$ cat config.mk
export PLATFORM = sky130hd
export DESIGN_NAME = sat_counter
export DESIGN_NICKNAME = d
export VERILOG_FILES = /design/src/rtl/counter_8_checker_sat_counter.sv
export SDC_FILE = /design/constraint.sdc
export NUM_CORES = 1
export LEC_CHECK = 0
export ABC_AREA = 1
export BUFFER_PORTS_ARGS = -buffer_cell sky130_fd_sc_hd__buf_2
export CORE_MARGIN = 1
export CORE_UTILIZATION = 30
export DETAILED_ROUTE_END_ITERATION = 10
export GPL_TIMING_DRIVEN = 0
export MAX_ROUTING_LAYER = met4
export PLACE_DENSITY_LB_ADDON = 0.05
export REMOVE_ABC_BUFFERS = 1
export SETUP_SLACK_MARGIN = 0.2
export SLEW_MARGIN = 20
export SYNTH_ARGS = -nofsm -noshare
export SYNTH_HDL_FRONTEND = slang
export SYNTH_SLANG_ARGS = --single-unit
$ cat constraint.sdc
create_clock -name clock -period 1.6 [get_ports clock]
set_input_delay 0.32 -clock clock [delete_from_list [all_inputs] [get_ports clock]]
set_output_delay 0.32 -clock clock [all_outputs]
set_load 0.005 [all_outputs]
$ cat src/rtl/counter_8_checker_sat_counter.sv
// Up-counter that sticks at its all-ones value instead of wrapping.
module sat_counter #(
  parameter int W = 8
) (
  input  logic         clock,
  input  logic         reset,
  input  logic         inc,
  output logic [W-1:0] value
);

  logic [W-1:0] value_q;
  logic [W-1:0] value_d;

  // Advance only while there is headroom left.
  always_comb begin
    value_d = value_q;
    if (inc && (value_q != {W{1'b1}})) begin
      value_d = value_q + W'(1);
    end
  end

  // Count register with synchronous clear.
  always_ff @(posedge clock) begin
    if (reset) begin
      value_q <= '0;
    end else begin
      value_q <= value_d;
    end
  end

  assign value = value_q;

endmodule

==> impl_metrics.sql <==
INSERT INTO impl_metrics (metric_group, metric, value, unit) VALUES
('floorplan', 'floorplan.die.width', '42.2', 'um'),
('routing', 'wl_per_cell', '9.98', 'um'),
('clocking', 'cts-hold-fix-buffers', '0', ''),
('sta', 'final.setup_skew', '0.00669', 'ns'),
('place', 'placedInstanceArea', '536', 'um2'),
('yosys', 'synth.distinct_cells', '15', ''),
('yosys', 'number_of_synthesized_register_bits', '8', ''),
('clocking', 'tritoncts', 'built', ''),
('finish', 'final_cell_area', '563', 'um2'),
('yosys', 'synthesis.area_per_instance', '6.29', 'um2'),
('power_and_ir_drop', 'combinational_power_share', '0.087', ''),
('floorplan', 'initial_utilization', '0.321', ''),
('yosys', 'syn_area', '484', 'um2'),
('yosys', 'ys.warnings.count', '0', ''),
('worst_setup_path', 'worstSetupEndpointType', 'register', ''),
('routing', 'antenna_left', '0', ''),
('sta', 'timing_worst_slew_pin_value', '0.239', 'ns'),
('yosys', 'synth_compound_gate_area_share', '0.0724', ''),
('worst_setup_path', 'launch_point_of_the_worst_path', 'value[0]', ''),
('power_and_ir_drop', 'p_sw_frac', '0.232', ''),
('clocking', 'tritoncts.num_buffers', '3', ''),
('worst_setup_path', 'timing.critical_path.from_type', 'register', ''),
('sta', 'timing.hold.ws', '0.336', 'ns'),
('yosys', 'synth-simple-area-share', '0.447', ''),
('yosys', 'share_of_cell_area_taken_by_muxes_after_synthesis', '0', ''),
('global_routing', 'grt_antenna_before_repair', '0', ''),
('routing', 'vias', '481', ''),
('power_and_ir_drop', 'vdd.ir_drop.worst', '578', 'uV'),
('status', 'result_of_the_run', 'complete, no violations', ''),
('finish', 'post_route_cells_drive_above_1_share', '0.239', ''),
('power_and_ir_drop', 'p_sw', '0.0922', 'mW'),
('hold_path', 'hold_path_startpoint', 'reset', ''),
('routing', 'drt_iter0_markers', '10', ''),
('clocking', 'cts_setup_buffers', '0', ''),
('clocking', 'clock_sink_count', '8', ''),
('global_routing', 'global_route.overflow_total', '0', ''),
('clocking', 'max-clock-path-buffers', '2', ''),
('sta', 'slew_headroom', '0.841', ''),
('hold_path', 'timing.hold.worst_path_depth', '4', ''),
('routing', 'vias_per_cell', '4.63', ''),
('power_and_ir_drop', 'pwr-share-clk', '0.382', ''),
('worst_setup_path', 'timing_worst_setup_path_type', 'register to register', ''),
('clocking', 'htree_num_levels', '1', ''),
('clocking', 'worst_skew_pair.late_latency', '0.25', 'ns'),
('clocking', 'clk_transition_reported_paths', '0.06', 'ns'),
('finish', 'core_util_final', '0.374', ''),
('power_and_ir_drop', 'p_leak', '0.304', 'nW'),
('power_and_ir_drop', 'total_power', '0.398', 'mW'),
('worst_setup_path', 'required', '1.74', 'ns'),
('sta', 'report.final.hold_viol_count', '0', ''),
('floorplan', 'design.portCount', '11', ''),
('floorplan', 'die_area', '1780', 'um2'),
('finish', 'largest_register_ffs', '8', ''),
('yosys', 'dominant_combinational_cell_family_by_area_after_synthesis', 'simple AND/OR/NAND/NOR gates', ''),
('routing', 'route.final.wire_length', '1040', 'um'),
('place', 'io_buffer_count', '10', ''),
('floorplan', 'fp.coreArea', '1510', 'um2'),
('yosys', 'post_synth_fa_ha_maj_area_fraction', '0.0258', ''),
('finish', 'antenna_cell_count', '0', ''),
('sta', 'finalSetupViolCount', '0', ''),
('flow_run', 'cap_viol_max_count', '0', ''),
('yosys', 'synth_xor_xnor_area_share', '0', ''),
('worst_setup_path', 'cp_max_fo', '11', ''),
('power_and_ir_drop', 'sequentialPowerShare', '0.530', ''),
('place', 'hpwl_dp', '760', 'um'),
('worst_setup_path', 'rr_startpoint', 'value[0]', ''),
('hold_path', 'hold_path_class', 'input port to register', ''),
('power_and_ir_drop', 'internal-power', '0.306', 'mW'),
('sta', 'final_max_slew_viol_count', '0', ''),
('sta', 'min_period_over_period', '0.797', ''),
('floorplan', 'row_count', '14', '');
## kinds of logic after synthesis
kind of cell,Yosys count
AO/OA/AOI/OAI,7
adder cells (fa/ha/maj),1
buffers and inverters,13
flip-flops,8
AND/OR/NAND/NOR,48
## critical path: stages, from the launching register on
cell	delay [ns]
dfxtp_1	0.40
ha_1	0.26
nand3_2	0.12
inv_2	0.08
nand2_4	0.10
a21oi_1	0.14
nor2_1	0.06
## cell type report
class                           instances  area (um2)
Clock buffer                            3        22.5
Inverter                               11        41.3
Sequential cell                         8         160
Tap cell                               16        20.0
Multi-Input combinational cell         56         269
Fill cell                             158         943
Timing Repair Buffer                   10        50.0
## cell usage in the layout, fill, tap and decap left out
cell type  count
nor2_2         2
nand3_2        2
dfxtp_1        8
a21oi_1        6
buf_2         10
clkbuf_4       3
nand2_1       20
nand2_4        1
nand3_1        7
o21ai_1        1
inv_2          2
nand3b_2       1
ha_1           1
nor2_1        15
inv_1          9
## Yosys cell counts (all sizes together)
cell | count | area, um2
nand2 | 21 | 81.3
ha | 1 | 12.5
inv | 11 | 41.3
dfxtp | 8 | 160
a21oi | 6 | 30.0
buf | 2 | 18.8
o21ai | 1 | 5.00
nand3b | 1 | 11.3
nand3 | 9 | 55.1
nor2 | 17 | 68.8
## power groups by stage
stage | Sequential (mW) | Clock (mW) | Combinational, mW
after CTS | 0.211 | 0.159 | 0.0351
after floorplan | 0.215 | 0 | 0.0191
final | 0.211 | 0.152 | 0.0347
after detailed placement | 0.215 | 0 | 0.0349
after global routing | 0.212 | 0.176 | 0.0392
after global placement | 0.215 | 0 | 0.0343
## routing by layer
metal	vias up	track usage	part of all wire
met5	-	-	0
met4	0	0.0563	0.013
met3	2	0.0776	0.053
met2	10	0.215	0.44
met1	208	0.142	0.49
li1	261	-	-
## per-stage QoR
stage	setup slack [ns]	cells
after CTS	0.270	104
after global placement	0.299	101
after detailed placement	0.281	101
final	0.325	104
after floorplan	0.430	75
after global routing	0.227	104
## worst paths after layout
path	to	slack, ns
max	value[0]	0.33
min	value[2]	0.34
max reg2reg	value[0]	0.33
min reg2reg	value[6]	0.48
## timing repair
item | in CTS | in global routing
resized for setup | 0 | 1
hold endpoints to repair | 0 | 0
endpoints found under the setup margin | 0 | 6
No activity file was read; power rests on OpenSTA's default activity.
